[src/rtl/mem_req_stage.sv]
// mem_req_stage: MEM pipeline stage with a split request/response handshake
// toward the data cache. An instruction is captured from EXE, issues at most
// one cache request, waits for its in-order response, extracts load data and
// holds the result for WB. Responses still in flight when the stage is
// flushed are counted and silently dropped when they come back.

module mem_req_stage #(
  parameter int DATA_W      = 32,
  parameter int ADDR_W      = 32,
  parameter int MAX_DISCARD = 3
) (
  input  logic                  clk,
  input  logic                  rst_n,
  input  logic                  flush_i,
  input  logic                  exe_valid_i,
  output logic                  mem_allowin_o,
  input  logic [ADDR_W-1:0]     exe_pc_i,
  input  logic [ADDR_W-1:0]     exe_addr_i,
  input  logic [DATA_W-1:0]     exe_result_i,
  input  logic                  exe_rd_i,
  input  logic                  exe_wr_i,
  input  logic [DATA_W/8-1:0]   exe_wstrb_i,
  input  logic [DATA_W-1:0]     exe_wdata_i,
  input  logic [2:0]            exe_load_op_i,
  input  logic [4:0]            exe_wnum_i,
  input  logic                  exe_except_i,
  input  logic                  wb_allowin_i,
  output logic                  mem_valid_o,
  output logic [ADDR_W-1:0]     mem_pc_o,
  output logic [4:0]            mem_wnum_o,
  output logic                  mem_except_o,
  output logic [DATA_W-1:0]     mem_result_o,
  output logic                  req_o,
  output logic                  req_wr_o,
  output logic [ADDR_W-1:0]     req_addr_o,
  output logic [DATA_W/8-1:0]   req_wstrb_o,
  output logic [DATA_W-1:0]     req_wdata_o,
  input  logic                  addr_ok_i,
  input  logic                  data_ok_i,
  input  logic [DATA_W-1:0]     rdata_i
);

  localparam int STRB_W = DATA_W / 8;
  localparam int CNT_W  = $clog2(MAX_DISCARD + 1);
  localparam logic [CNT_W-1:0] CNT_MAX  = CNT_W'(MAX_DISCARD);
  localparam logic [CNT_W-1:0] CNT_ZERO = {CNT_W{1'b0}};
  localparam logic [CNT_W-1:0] CNT_ONE  = CNT_W'(1);

  localparam logic [2:0] OP_LB  = 3'd1;
  localparam logic [2:0] OP_LBU = 3'd2;
  localparam logic [2:0] OP_LH  = 3'd3;
  localparam logic [2:0] OP_LHU = 3'd4;

  typedef enum logic [1:0] {
    IDLE = 2'd0,
    REQ  = 2'd1,
    RESP = 2'd2,
    DONE = 2'd3
  } state_t;

  state_t state, state_nxt;

  logic [CNT_W-1:0]  discard_cnt;
  logic [ADDR_W-1:0] pc_q, addr_q;
  logic [4:0]        wnum_q;
  logic              except_q, rd_q, wr_q;
  logic [STRB_W-1:0] wstrb_q;
  logic [DATA_W-1:0] wdata_q, result_q;
  logic [2:0]        load_op_q;

  logic              capture, cap_mem, addr_acc, resp_take, resp_drop, cnt_inc;
  logic [31:0]       word_sel;
  logic [DATA_W-1:0] load_data;

  // Extract the addressed byte/half/word of a 32-bit word and extend it.
  function automatic logic [DATA_W-1:0] extract(input logic [31:0] w,
                                                input logic [1:0]  ofs,
                                                input logic [2:0]  op);
    logic [7:0]  b;
    logic [15:0] h;
    case (ofs)
      2'd0:    b = w[7:0];
      2'd1:    b = w[15:8];
      2'd2:    b = w[23:16];
      2'd3:    b = w[31:24];
      default: b = w[7:0];
    endcase
    h = ofs[1] ? w[31:16] : w[15:0];
    case (op)
      OP_LB:   extract = DATA_W'($signed(b));
      OP_LBU:  extract = DATA_W'(b);
      OP_LH:   extract = DATA_W'($signed(h));
      OP_LHU:  extract = DATA_W'(h);
      default: extract = DATA_W'($signed(w));
    endcase
  endfunction

  // On a 64-bit bus address bit 2 selects which 32-bit word holds the load.
  if (DATA_W == 64) begin : g_lane64
    assign word_sel = addr_q[2] ? rdata_i[DATA_W-1:32] : rdata_i[31:0];
  end else begin : g_lane32
    assign word_sel = rdata_i[31:0];
  end

  assign load_data = extract(word_sel, addr_q[1:0], load_op_q);

  // Handshake and request outputs derived from the state and discard count.
  always_comb begin
    mem_allowin_o = (state == IDLE) | ((state == DONE) & wb_allowin_i) | flush_i;
    mem_valid_o   = (state == DONE) & ~flush_i;
    req_o         = (state == REQ) & (discard_cnt != CNT_MAX);
    capture       = exe_valid_i & mem_allowin_o & ~flush_i;
    cap_mem       = (exe_rd_i | exe_wr_i) & ~exe_except_i;
    addr_acc      = req_o & addr_ok_i;
    resp_take     = (state == RESP) & data_ok_i & (discard_cnt == CNT_ZERO);
    resp_drop     = data_ok_i & (discard_cnt != CNT_ZERO);
    cnt_inc       = flush_i & (((state == REQ) & addr_acc) |
                               ((state == RESP) & ~resp_take));
  end

  // Next-state selection; a flush always empties the stage.
  always_comb begin
    state_nxt = state;
    case (state)
      IDLE: begin
        if (capture) state_nxt = cap_mem ? REQ : DONE;
        else         state_nxt = IDLE;
      end
      REQ: begin
        if (addr_acc) state_nxt = RESP;
        else          state_nxt = REQ;
      end
      RESP: begin
        if (resp_take) state_nxt = DONE;
        else           state_nxt = RESP;
      end
      DONE: begin
        if (capture)           state_nxt = cap_mem ? REQ : DONE;
        else if (wb_allowin_i) state_nxt = IDLE;
        else                   state_nxt = DONE;
      end
      default: state_nxt = IDLE;
    endcase
    if (flush_i) state_nxt = IDLE;
    else         state_nxt = state_nxt;
  end

  // State register.
  always_ff @(posedge clk) begin
    if (!rst_n) state <= IDLE;
    else        state <= state_nxt;
  end

  // Saturating count of flushed responses still owed by the cache.
  always_ff @(posedge clk) begin
    if (!rst_n) begin
      discard_cnt <= CNT_ZERO;
    end else if (cnt_inc && !resp_drop) begin
      if (discard_cnt != CNT_MAX) discard_cnt <= discard_cnt + CNT_ONE;
    end else if (resp_drop && !cnt_inc) begin
      discard_cnt <= discard_cnt - CNT_ONE;
    end
  end

  // Instruction fields captured from EXE and the result delivered to WB.
  always_ff @(posedge clk) begin
    if (!rst_n) begin
      pc_q      <= {ADDR_W{1'b0}};
      addr_q    <= {ADDR_W{1'b0}};
      wnum_q    <= 5'd0;
      except_q  <= 1'b0;
      rd_q      <= 1'b0;
      wr_q      <= 1'b0;
      wstrb_q   <= {STRB_W{1'b0}};
      wdata_q   <= {DATA_W{1'b0}};
      load_op_q <= 3'd0;
      result_q  <= {DATA_W{1'b0}};
    end else if (capture) begin
      pc_q      <= exe_pc_i;
      addr_q    <= exe_addr_i;
      wnum_q    <= exe_wnum_i;
      except_q  <= exe_except_i;
      rd_q      <= exe_rd_i;
      wr_q      <= exe_wr_i;
      wstrb_q   <= exe_wr_i ? exe_wstrb_i : {STRB_W{1'b0}};
      wdata_q   <= exe_wdata_i;
      load_op_q <= exe_load_op_i;
      result_q  <= cap_mem ? {DATA_W{1'b0}} : exe_result_i;
    end else if (resp_take && !flush_i) begin
      result_q  <= rd_q ? load_data : {DATA_W{1'b0}};
    end
  end

  assign mem_pc_o     = pc_q;
  assign mem_wnum_o   = wnum_q;
  assign mem_except_o = except_q;
  assign mem_result_o = result_q;
  assign req_wr_o     = wr_q;
  assign req_addr_o   = addr_q;
  assign req_wstrb_o  = wstrb_q;
  assign req_wdata_o  = wdata_q;

endmodule

[config.mk]
export PLATFORM = sky130hd
export DESIGN_NAME = mem_req_stage
export DESIGN_NICKNAME = d
export VERILOG_FILES = /design/src/rtl/mem_req_stage.sv
export SDC_FILE = /design/constraint.sdc
export NUM_CORES = 1
export LEC_CHECK = 0
export BUFFER_PORTS_ARGS = -buffer_cell sky130_fd_sc_hd__buf_2
export CORE_MARGIN = 4
export CORE_UTILIZATION = 46
export DETAILED_ROUTE_END_ITERATION = 10
export GPL_ROUTABILITY_DRIVEN = 0
export MAX_ROUTING_LAYER = met4
export PLACE_DENSITY = 0.85
export SLEW_MARGIN = 15
export SYNTH_ARGS = -nofsm -noshare
export SYNTH_HDL_FRONTEND = slang
export SYNTH_SLANG_ARGS = --single-unit
[constraint.sdc]
create_clock -name clk -period 2.24 [get_ports clk]
set_input_delay 0.112 -clock clk [delete_from_list [all_inputs] [get_ports clk]]
set_output_delay 0.112 -clock clk [all_outputs]
set_load 0.05 [all_outputs]
==> reports/results.txt <==
Residual DRC: 0
placed inst area: 8230 um2
cells after synthesis: 801
crit path DAT: 2.40 ns
Max Cap Violations: 0
Global Route met2 Usage: 52.6%
Cell Pwr Density: 708 nW/um2
mux cell area share after synthesis: 2.85%
Synth Area in Simple Gates: 18.2%
share of cells above drive strength 1: 31.1%
largest area contributor in the netlist: dfxtp_1
Hold WC Path Type: input pin to flop
sw frac: 31.5%
largest family of logic cells by synthesized area: compound AO/OA/AOI/OAI gates
share of the clock period used by the worst path: 92.0%
1st-iter DRT viols: 537
Setup Buffers After CTS: 0
Comb pwr share: 22.6%
Reg2Reg Depth: 6
min cycle time layout: 2.06 ns
unrepaired setup endpoints after global routing: false
total negative slack: 0 ns
Max Buffers Root-to-Sink: 2
TritonCTS Sinks: 147
via count: 7806
# IOs: 324
crit path from: state[0]
Die X: 127 um
VDD IR max: 683 uV
post-synthesis sequential area ratio: 45.2%
met3 Use GR: 9.43%
Synth top area share: 45.2%
top-count cell post-synth: nand2_1
area of the core: 13900 um2
Post-synth EDFFs: 0
NumNets Final: 1412
Required @ worst endpoint: 2.58 ns
overall die height: 127 um
TritonCTS buffer count: 17
first-pass GRT wire length: 39.6 mm
fmax: 485 MHz
vias in the first global route: 7943
Tot Pwr: 7.21 mW
GR Layer Usage met1: 34.0%
Synth Flop Type: dfxtp_1
fraction of the mapped netlist area in adder cells: 0%
Async SR Flop Fraction: 0%
Final ANT Viol Nets: 0
placed wire-length estimate: 15.0 mm
worst hold slack: 0.0109 ns
drt total wl: 25.2 mm
Net Count, Synth: 983
LEAKAGE: 4.56 nW
part of the power in registers: 39.6%
HP Start: exe_result_i[27]
Final Max Tran Viols: 0
Crit Path Max Fanout: 12
clock skew: 0.00951 ns
Synth Area per Inst: 8.13 um2
clock power share: 37.8%
final setup vio count: 0
Rows: 43
final std cells w/o fill: 1424
Net Switching: 2.27 mW
Synth Area in XOR/XNOR: 0.404%
Yosys Warn Count: 0
status: complete, no violations
Clock Latency Late Sink: 0.42 ns
clk slew on worst S/H paths: 0.06 ns
Pre-antenna DRT Iters: 6
Port Buffer Count: 323
Final Hold Viols: 0
mean routed wirelength per cell: 17.7 um
global route hottest layer: met2
Crit Path Category: flop to flop
Worst-Margin Slew: 0.579 ns
Syn-to-layout area delta: 56.4%
root buf cell: clkbuf_16
Cells after DPL: 1253
largest net degree at the start of global routing: 112
antenna violations before repair: 1
die footprint: 16100 um2
Cell Int Power: 4.94 mW
Avg Vias per Cell: 5.48
Synth area leaders: dfxtp_1 (45%), nand2_1 (14%), a21boi_1 (11%)
Total GRT Usage: 31.4%
CTS tree: built
initial core utilization: 46.9%
CP endpoint kind: flop
worst r2r src: state[0]
Synth Area in Compound Gates: 28.2%
flop2flop setup slack: 0.18 ns
Setup crit start kind: flop
H-tree Lvls: 4
Worst slew margin: 61.3%
Worst Slack Setup Final: 0.180 ns
Finished Cell Area: 10200 um2
Post-Syn Area: 6510 um2
library cells used by synthesis: 53
Hold Path Depth: 3
Synth top cells by count: nand2_1 (248), dfxtp_1 (147), a21boi_1 (95), a21oi_1 (60), o21ai_0 (49)
Synth Register Bits: 147
final core utilization: 73.3%
pre-CTS setup slack: 0.189 ns
global route overflow: 0
[power by group through the flow]
stage / registers [mW] / clock network (mW) / logic, mW
6_report: 2.85 / 2.73 / 1.63
5_1_grt: 2.87 / 2.89 / 1.72
4_1_cts: 2.84 / 2.76 / 1.58
3_5_place_dp: 2.90 / 0 / 1.39
3_3_place_gp: 2.89 / 0 / 1.37
2_1_floorplan: 3.36 / 0 / 0.481
[final timing paths]
path,end
worst max-delay path,mem_result_o[22]
worst min-delay path,mem_result_o[27]
worst max register to register,mem_result_o[22]
worst min register to register,req_addr_o[13]
[registers in the layout, summed over array words and instances (netlist names)]
signal        flops
discard_cnt       2
load_op_q         3
mem_except_o      1
mem_pc_o         32
mem_result_o     32
mem_wnum_o        5
rd_q              1
req_addr_o       32
req_wdata_o      32
req_wr_o          1
req_wstrb_o       4
state             2
[worst max-delay path, stage by stage, from the launching register on]
cell      delay, ns
dfxtp_1        0.50
or2_1          0.32
o221ai_2       0.23
nor3_2         0.42
buf_4          0.25
o21ai_0        0.10
a21oi_1        0.16
[layer usage]
metal	up-vias	part of all wire [%]
met5	-	0
met4	0	4.8
met3	126	9.4
met2	482	50
met1	3604	36
li1	3594	-
[kinds of logic after synthesis]
group                     after synthesis
muxes                                  18
buffers and inverters                  73
and+or+nand+nor                       294
DFF                                   147
AOI/OAI and AO/OA                     266
xor gates and xnor gates                3
[final cells by class]
cell class,count,area (um2)
diodes,1,2.50
clock buffers,22,464
clock inverters,10,100
fillers,916,3700
inverters,6,22.5
multi-input cells,581,3250
flip-flops and latches,147,2940
well taps,180,225
repair buffers,477,3170
[layout by cell type, fill, tap and decap left out, types with 13 or more instances in the layout]
| cell type | instances |
|---|---|
| a21boi_0 | 18 |
| a21boi_1 | 95 |
| a21oi_1 | 60 |
| buf_2 | 322 |
| buf_4 | 13 |
| clkbuf_16 | 17 |
| dfxtp_1 | 147 |
| dlygate4sd3_1 | 138 |
| mux2i_1 | 14 |
| nand2_1 | 248 |
| nor2_1 | 14 |
| o21ai_0 | 49 |
[timing repair]
item | in CTS | in global routing
hold buffers | 137 | 1
gates resized for setup | 0 | 1
setup endpoints to repair | 0 | 1
endpoints found under the hold margin | 136 | 1
Power figures use the tool's default switching activity.
